`src/rtl/seq_pkg.sv`:
```
// Shared definitions for the serial pattern source and the sequence detector bench:
// state encoding and the word/length width helpers.
package seq_pkg;

   typedef enum logic [1:0] {
      IDLE  = 2'b00,
      SHIFT = 2'b01,
      GAP   = 2'b10
   } state_t;

   localparam int SEQ_WIDTH = 8;
   localparam int SEQ_LEN_W = $clog2(SEQ_WIDTH + 1);

   // Width of a length field able to hold 0..width.
   function automatic int len_bits(input int width);
      return $clog2(width + 1);
   endfunction

endpackage

```
`src/rtl/serial_pattern_source_bit_tick_gen.sv`:
```
// Bit-period counter: counts 0..BIT_TICKS-1 and flags the last cycle of each period.
module bit_tick_gen
   import seq_pkg::*;
#(
   parameter int BIT_TICKS = 1
) (
   input  logic clk,
   input  logic reset_n,
   input  logic clear,
   output logic tick
);

   localparam int CW = $clog2(BIT_TICKS + 1);
   localparam logic [CW-1:0] LAST = CW'(BIT_TICKS - 1);

   logic [CW-1:0] cnt_reg;

   always_ff @(posedge clk or negedge reset_n) begin
      if (!reset_n) begin
         cnt_reg <= '0;
      end else if (clear || cnt_reg == LAST) begin
         cnt_reg <= '0;
      end else begin
         cnt_reg <= cnt_reg + 1'b1;
      end
   end

   assign tick = (cnt_reg == LAST);

endmodule

```
`src/rtl/serial_pattern_source.sv`:
```
// Parallel-to-serial stimulus source: shifts a word out MSB first on ain, one bit per
// BIT_TICKS cycles, followed by GAP_BITS forced-zero bits so successive words stay separate.
module serial_pattern_source
   import seq_pkg::*;
#(
   parameter int WIDTH     = 8,
   parameter int BIT_TICKS = 1,
   parameter int GAP_BITS  = 1
) (
   input  logic                         clk,
   input  logic                         reset_n,
   input  logic [WIDTH-1:0]             din,
   input  logic [len_bits(WIDTH)-1:0]   len,
   input  logic                         din_valid,
   output logic                         din_ready,
   input  logic                         flush,
   output logic                         ain,
   output logic                         busy,
   output logic                         done
);

   localparam int LW = len_bits(WIDTH);
   localparam int BW = $clog2(WIDTH);
   localparam int GW = 4;
   localparam logic [GW-1:0] GAP_LAST = (GAP_BITS > 0) ? GW'(GAP_BITS - 1) : '0;

   state_t            state_reg;
   logic [WIDTH-1:0]  sr_reg;
   logic [BW-1:0]     bit_cnt_reg;
   logic [GW-1:0]     gap_cnt_reg;
   logic              busy_reg;
   logic              done_reg;
   logic              tick;

   logic [LW-1:0]     eff_len;
   logic [LW-1:0]     shift_amt;
   logic [WIDTH-1:0]  load_word;
   logic [BW-1:0]     bit_load;

   // Left-align the selected bits so the first bit to send sits in the MSB; the zeros
   // shifted in behind them leave the register clear once the word is out.
   always_comb begin
      eff_len   = (len == '0) ? LW'(WIDTH) : len;
      shift_amt = LW'(WIDTH) - eff_len;
      load_word = din << shift_amt;
      bit_load  = BW'(eff_len - LW'(1));
   end

   bit_tick_gen #(
      .BIT_TICKS (BIT_TICKS)
   ) u_tick (
      .clk     (clk),
      .reset_n (reset_n),
      .clear   ((state_reg == IDLE) || flush),
      .tick    (tick)
   );

   always_ff @(posedge clk or negedge reset_n) begin
      if (!reset_n) begin
         state_reg   <= IDLE;
         sr_reg      <= '0;
         bit_cnt_reg <= '0;
         gap_cnt_reg <= '0;
         busy_reg    <= 1'b0;
         done_reg    <= 1'b0;
      end else begin
         done_reg <= 1'b0;
         if (flush) begin
            state_reg   <= IDLE;
            sr_reg      <= '0;
            bit_cnt_reg <= '0;
            gap_cnt_reg <= '0;
            busy_reg    <= 1'b0;
         end else begin
            case (state_reg)
               IDLE: begin
                  if (din_valid) begin
                     state_reg   <= SHIFT;
                     sr_reg      <= load_word;
                     bit_cnt_reg <= bit_load;
                     busy_reg    <= 1'b1;
                  end
               end
               SHIFT: begin
                  if (tick) begin
                     sr_reg <= {sr_reg[WIDTH-2:0], 1'b0};
                     if (bit_cnt_reg == '0) begin
                        if (GAP_BITS == 0) begin
                           state_reg <= IDLE;
                           busy_reg  <= 1'b0;
                           done_reg  <= 1'b1;
                        end else begin
                           state_reg   <= GAP;
                           gap_cnt_reg <= GAP_LAST;
                        end
                     end else begin
                        bit_cnt_reg <= bit_cnt_reg - 1'b1;
                     end
                  end
               end
               GAP: begin
                  if (tick) begin
                     if (gap_cnt_reg == '0) begin
                        state_reg <= IDLE;
                        busy_reg  <= 1'b0;
                        done_reg  <= 1'b1;
                     end else begin
                        gap_cnt_reg <= gap_cnt_reg - 1'b1;
                     end
                  end
               end
               default: begin
                  state_reg <= IDLE;
                  busy_reg  <= 1'b0;
               end
            endcase
         end
      end
   end

   // ain is the MSB flop of the shift register, which is zero outside SHIFT.
   assign ain       = sr_reg[WIDTH-1];
   assign busy      = busy_reg;
   assign done      = done_reg;
   assign din_ready = reset_n && !flush && (state_reg == IDLE);

endmodule

```
`config.mk`:
```
export PLATFORM = sky130hd
export DESIGN_NAME = serial_pattern_source
export DESIGN_NICKNAME = d
export VERILOG_FILES = /design/src/rtl/seq_pkg.sv /design/src/rtl/serial_pattern_source_bit_tick_gen.sv /design/src/rtl/serial_pattern_source.sv
export SDC_FILE = /design/constraint.sdc
export NUM_CORES = 1
export LEC_CHECK = 0
export CORE_MARGIN = 5
export CORE_UTILIZATION = 35
export DETAILED_ROUTE_END_ITERATION = 12
export GPL_ROUTABILITY_DRIVEN = 0
export GPL_TIMING_DRIVEN = 0
export PLACE_DENSITY = 0.65
export SYNTH_ARGS = -nofsm -noshare
export SYNTH_HDL_FRONTEND = slang
export SYNTH_SLANG_ARGS = --single-unit
```
`constraint.sdc`:
```
create_clock -name clk -period 4.5 [get_ports clk]
set_input_delay 0.45 -clock clk [delete_from_list [all_inputs] [get_ports clk]]
set_output_delay 0.45 -clock clk [all_outputs]
set_load 0.01 [all_outputs]
```
==> results of run 1 <==
synth_stat cells (all sizes together), types with 2 or more instances:
library cell | instances | area (µm²)
nand3 | 2 | 10.01
a21oi | 6 | 30.03
a22oi | 4 | 30.03
clkbuf | 4 | 16.26
inv | 8 | 30.03
a211o | 2 | 18.77
and3 | 4 | 25.02
mux2i | 7 | 70.07
nor3 | 9 | 45.04
mux2 | 2 | 22.52
buf | 2 | 16.26
nand2 | 14 | 60.06
a22o | 3 | 26.28
o21ai | 16 | 80.08
and2 | 2 | 12.51
a32o | 2 | 20.02
a21o | 2 | 15.01
o31ai | 2 | 15.01
o22ai | 2 | 12.51
nand2b | 4 | 25.02
dfrtp | 20 | 500.5
nor2 | 13 | 48.80
ha | 4 | 50.05
a211oi | 2 | 15.01
nor2b | 2 | 12.51
o32a | 2 | 20.02
kinds of logic (layout without fill, tap and decap cells):
| logic type | Yosys count | count (layout) | share of synthesized area |
|---|---|---|---|
| buf+inv | 14 | 35 | 0.04625 |
| xor+xnor | 2 | 2 | 0.01295 |
| simple gates | 59 | 59 | 0.2267 |
| compound gates | 47 | 47 | 0.2359 |
| fa+ha+maj | 4 | 4 | 0.03700 |
| other cells | 1 | 1 | 0.002773 |
| mux | 9 | 9 | 0.06846 |
| flops | 20 | 20 | 0.3700 |
area by class of cell:
| class | instances | area, µm² |
|---|---|---|
| Sequential cell | 20 | 500.5 |
| Buffer | 6 | 32.53 |
| Timing Repair Buffer | 18 | 180.2 |
| Inverter | 8 | 30.03 |
| Clock buffer | 3 | 41.29 |
| Tap cell | 48 | 60.06 |
| Fill cell | 389 | 2082 |
| Multi-Input combinational cell | 122 | 789.5 |
power by group:
part	total (mW)	switching (mW)	internal (mW)
logic	0.122	0.0674	0.0544
clock network	0.114	0.0543	0.0595
registers	0.204	0.0118	0.192
total	0.439	0.133	0.306
critical path, delay by kind of cell:
kind                       cells  cell delay [ns]
and+or+nand+nor                2             0.38
AOI/OAI and AO/OA              4             0.69
adders and majority gates      2             0.50
buffers and inverters          4             1.00
layer usage:
metal  track usage  vias to the layer above  share of wire
li1              -                      623              -
met1        0.1655                      592           0.47
met2        0.2022                       33           0.48
met3       0.02078                        8          0.031
met4       0.07098                        0          0.019
met5             0                        -              0
worst paths after layout:
| path | start | end | slack [ns] | cells after the start |
|---|---|---|---|---|
| worst max-delay path | len[0] | bit_cnt_reg[2]$_DFFE_PN0P_ | 1.63 | 12 |
| worst min-delay path | sr_reg[0]$_DFFE_PN0P_ | sr_reg[0]$_DFFE_PN0P_ | 0.50 | 1 |
| worst max register to register | state_reg[1]$_DFFE_PN0P_ | sr_reg[5]$_DFFE_PN0P_ | 2.66 | 4 |
| worst min register to register | sr_reg[0]$_DFFE_PN0P_ | sr_reg[0]$_DFFE_PN0P_ | 0.50 | 1 |
| max in group asynchronous | reset_n | sr_reg[5]$_DFFE_PN0P_ | 3.22 | 1 |
| min in group asynchronous | reset_n | busy$_DFFE_PN0P_ | 0.71 | 1 |
stage by stage:
step	hold slack [ns]	cells	util	setup WS [ns]	instance area [µm²]
detailed placement	0.4898	222	0.4286	1.380	1593
finish	0.5033	225	0.4397	1.627	1634
floorplan	0.1544	156	-	2.339	1353
global placement	0.4803	222	0.4286	1.490	1593
CTS	0.5057	225	0.4397	1.640	1634
global route	0.5277	225	0.4397	1.419	1634
cell usage in the layout, fill, tap and decap left out, drive strengths merged, types with 2 or more instances in the layout:
cell and n:
clkbuf 7, buf 2, nor3 9, dfrtp 20
a22oi 4, nand2b 4, and2 2, clkdlybuf4s50 18
nand2 14, a32o 2, nor2 13, o22ai 2
o31ai 2, and3 4, ha 4, a21oi 6
a21o 2, a211o 2, nand3 2, inv 8
nor2b 2, o21ai 16, mux2i 7, a211oi 2
a22o 3, o32a 2, mux2 2
==> run metrics, run 1 <==
status=finished clean; first-pass GRT wire length=about 5.4 mm; root buffer cell=clkbuf_8; hold_buf cts=0; number of detailed-route iterations in the first pass=4; initial antenna violation count=0; RSZ-0062 raised after global routing=no; CP cell instances=clkdlybuf4s50_1 > inv_1 > ha_1 > or3b_4 > nand2_4 > buf_6 > o21ai_0 > inv_1 > ha_1 > a21oi_1 > o21ai_0 > a32o_1; # IOs=20; I/O Buffers=18; Leak=0.7231 nW; row count=22; Post-synth EDFFs=0; Max IR drop VDD=0.1022 mV; Worst Skew=approximately 0.0041 ns; Clock Sinks=20; Largest stage delay, worst path=0.64 ns; Synth Register Bits=20; CP Data Arrival Time=3.02 ns; chip width=72.17 µm; CP Class=in2reg; Netlist cell types=46; Die Y=72.17 µm; cell count after synthesis=156; via-per-instance ratio=5.582; TNS Setup=0 ns; vias in the first global route=~1300; Slew headroom=0.3844; Post-DRT Antenna Nets=0; Ant. Diodes=0; Yosys warnings=0; final hold violation count=0; crit path max fanout=10; Post-CTS Setup Bufs=0; DRC errors left=0; Critical Path RT=4.65 ns; Setup violations, final=0; Setup crit start kind=primary input; syn_area_per_cell=8.670 µm²; routed len/inst=14.14 µm; crit share post-route=0.6384; ys async rst share=1.000; Final Max Slew Viols=0; HPWL after DPL=2.514 mm; hold crit path type=reg2reg; area growth from synthesis to layout=20.81%; CTS Buf Count=3; Seq/Total Area, Yosys=0.3700; Worst setup EP type=flop; clock buffer depth=2; H-tree depth=1; total gr overflow=0; Top FF cell, synth=dfrtp_1; Max stage delay cell, worst path=clkdlybuf4s50_1; max frequency=between 0.3 and 0.4 GHz; Tot Pwr=0.4393 mW; die area=5208 µm²; initial core utilization=0.3640; Vias=1256; MaxCap Viol Count=0; Synth Net Count=176; Worst Max-Slew Pin Slew=0.9205 ns; fin nets=199; Skew-Pair Late Insertion Delay=0.25 ns; cts repair resizes=0; cell area power density=around 270 nW/µm²; largest net degree at the start of global routing=22; Reg clk slew, reported paths=0.07 ns; Final min period=about 2.9 ns; CTS tree=built; 1st-iter DRT viols=33; drt total wl=3.181 mm; layout cells sized above 1=0.06780; gr usage total=0.1280; CORE AREA=roughly 3700 µm²; Mapped Area=1353 µm²; max reg flops=8
(Power assumes the default switching activity.)
==> run 2: changes to the inputs <==
--- a/config.mk
+++ b/config.mk
@@ -10,7 +10,7 @@
 export DETAILED_ROUTE_END_ITERATION = 12
 export GPL_ROUTABILITY_DRIVEN = 0
 export GPL_TIMING_DRIVEN = 0
-export PLACE_DENSITY = 0.65
+export PLACE_DENSITY = 0.67
 export SYNTH_ARGS = -nofsm -noshare
 export SYNTH_HDL_FRONTEND = slang
 export SYNTH_SLANG_ARGS = --single-unit
==> constraint.sdc (replaced) <==
create_clock -name clk -period 2.5 [get_ports clk]
set_input_delay 0.25 -clock clk [delete_from_list [all_inputs] [get_ports clk]]
set_output_delay 0.25 -clock clk [all_outputs]
set_load 0.01 [all_outputs]
==> run metrics, run 2 (same netlist as run 1, synthesis figures left out) <==
Reg clk slew, reported paths=0.08 ns (was 0.07 ns); CTS Buf Count=3 (unchanged); via-per-instance ratio=5.597 (was 5.582); Critical Path RT=2.65 ns (was 4.65 ns); Ant. Diodes=0 (unchanged); CTS tree=built (unchanged); routed len/inst=13.10 µm (was 14.14 µm); worst r2r src=state_reg[1]$_DFFE_PN0P_ (unchanged); I/O Buffers=18 (unchanged); Vias=1265 (was 1256); RSZ-0062 raised after global routing=no (unchanged); Leak=0.7444 nW (was 0.7231 nW); crit path launch=len[1] (was len[0]); chip width=72.17 µm (unchanged); register area=500.5 µm² (unchanged); H-tree depth=1 (unchanged); row count=22 (unchanged); final core occ=0.4465 (was 0.4397); first-pass GRT wire length=5.078 mm (was 5.402 mm); vias in the first global route=1180 (was 1253); clock buffer depth=2 (unchanged); Slew headroom=0.3877 (was 0.3844); initial core utilization=0.3640 (unchanged); status=finished clean (unchanged); Skew-Pair Late Insertion Delay=0.26 ns (was 0.25 ns); crit path max fanout=10 (unchanged); Post-DRT Antenna Nets=0 (unchanged); CORE AREA=3716 µm² (unchanged); CP Class=in2reg (unchanged); Multi-input gate area=799.5 µm² (was 789.5 µm²); Layout fillers=363 (was 389); Setup crit start kind=primary input (unchanged); Die Y=72.17 µm (unchanged); die area=5208 µm² (unchanged); Tot Pwr=0.8272 mW (was 0.4393 mW); largest net degree at the start of global routing=22 (unchanged); Final Max Slew Viols=0 (unchanged); layout cells sized above 1=0.08427 (was 0.06780); # IOs=20 (unchanged); root buffer cell=clkbuf_8 (unchanged); max reg flops=8 (unchanged); MaxCap Viol Count=0 (unchanged); gr usage total=0.1186 (was 0.1280); total gr overflow=0 (unchanged); crit share post-route=0.9190; hold crit path type=in2async (was reg2reg); fin nets=199 (unchanged); Worst Skew=0.007710 ns (was 0.004099 ns); drt total wl=2.961 mm (was 3.181 mm); area growth from synthesis to layout=22.66% (was 20.81%); Worst setup EP type=flop (unchanged); Post-CTS Setup Bufs=0 (unchanged); Clock Sinks=20 (unchanged); most frequent cells in the layout=dfrtp_1, clkdlybuf4s50_1, o21ai_0, nand2_1, nor2_1 (unchanged); cell area power density=498.6 nW/µm² (was 268.8 nW/µm²); 1st-iter DRT viols=68 (was 33); Max IR drop VDD=0.2322 mV (was 0.1022 mV); Setup violations, final=0 (unchanged); HPWL after DPL=2.296 mm (was 2.514 mm); leading cell type in the layout, fill and taps excluded=dfrtp_1 (unchanged); number of detailed-route iterations in the first pass=4 (unchanged); Final min period=approximately 2.3 ns; max frequency=0.4353 GHz; initial antenna violation count=0 (unchanged); final hold violation count=0 (unchanged); hold_buf cts=0 (unchanged); CP Data Arrival Time=2.45 ns (was 3.02 ns); Worst Max-Slew Pin Slew=0.9170 ns (was 0.9205 ns); DRC errors left=0 (unchanged)
[run 2: metrics by stage]
| stage | hold slack (ns) | TNS (ns) | cell area (µm²) | cells | setup slack [ns] |
|---|---|---|---|---|---|
| 6_report | 0.1121 | 0 | 1659 | 226 | 0.2025 |
| 5_1_grt | 0.2037 | 0 | 1659 | 226 | 0.06439 |
| 4_1_cts | 0.5085 | 0 | 1647 | 226 | 0.07277 |
| 3_5_place_dp | 0.4922 | -1.560 | 1593 | 222 | -0.3689 |
| 3_3_place_gp | 0.4875 | -1.282 | 1593 | 222 | -0.2957 |
| 2_1_floorplan | -0.04559 | 0 | 1353 | 156 | 0.5388 |
[run 2: final timing paths]
path	slack [ns]	endpoint	cells after the start
worst max-delay path	0.20	bit_cnt_reg[2]$_DFFE_PN0P_	12
worst min-delay path	0.11	gap_cnt_reg[3]$_DFFE_PN0P_	1
worst max register to register	0.62	sr_reg[5]$_DFFE_PN0P_	4
worst min register to register	0.50	sr_reg[0]$_DFFE_PN0P_	1
max in group asynchronous	1.82	sr_reg[0]$_DFFE_PN0P_	1
min in group clk	0.50	sr_reg[0]$_DFFE_PN0P_	1
[run 2: worst max-delay path, stage by stage]
cell,delay [ns]
clkdlybuf4s50_1,0.52
inv_1,0.06
ha_2,0.22
or3b_4,0.29
nand2_4,0.07
buf_6,0.16
o21ai_1,0.17
inv_1,0.06
ha_1,0.21
a21oi_1,0.10
o21ai_0,0.09
a32o_1,0.26
[run 2: timing repair]
| action | 4_1_cts | 5_1_grt |
|---|---|---|
| hold endpoints to repair | 0 | 0 |
| gates resized for setup | 1 | 4 |
| endpoints found under the setup margin | 2 | 4 |
[run 2: power by group]
group | internal [mW] | switching, mW
combinational | 0.0988 | 0.119
sequential | 0.346 | 0.0214
clock | 0.140 | 0.102
[run 2: cell type report]
| class | instances | area share |
|---|---|---|
| multi-input cells | 122 | 0.4819 |
| flip-flops and latches | 20 | 0.3017 |
| repair buffers | 18 | 0.1094 |
| well taps | 48 | 0.03620 |
| clock buffers | 4 | 0.03318 |
| plain buffers | 6 | 0.01961 |
| inverters | 8 | 0.01810 |
[run 2: layer usage]
layer  wire length, µm  track usage  part of all wire  vias to the layer above
met1              1322       0.1514              0.45                      609
met5                 0            0                 0                        -
li1                  -            -                 -                      621
met2              1454       0.1992              0.49                       31
met3               156      0.03047             0.053                        4
met4                27      0.02923            0.0091                        0
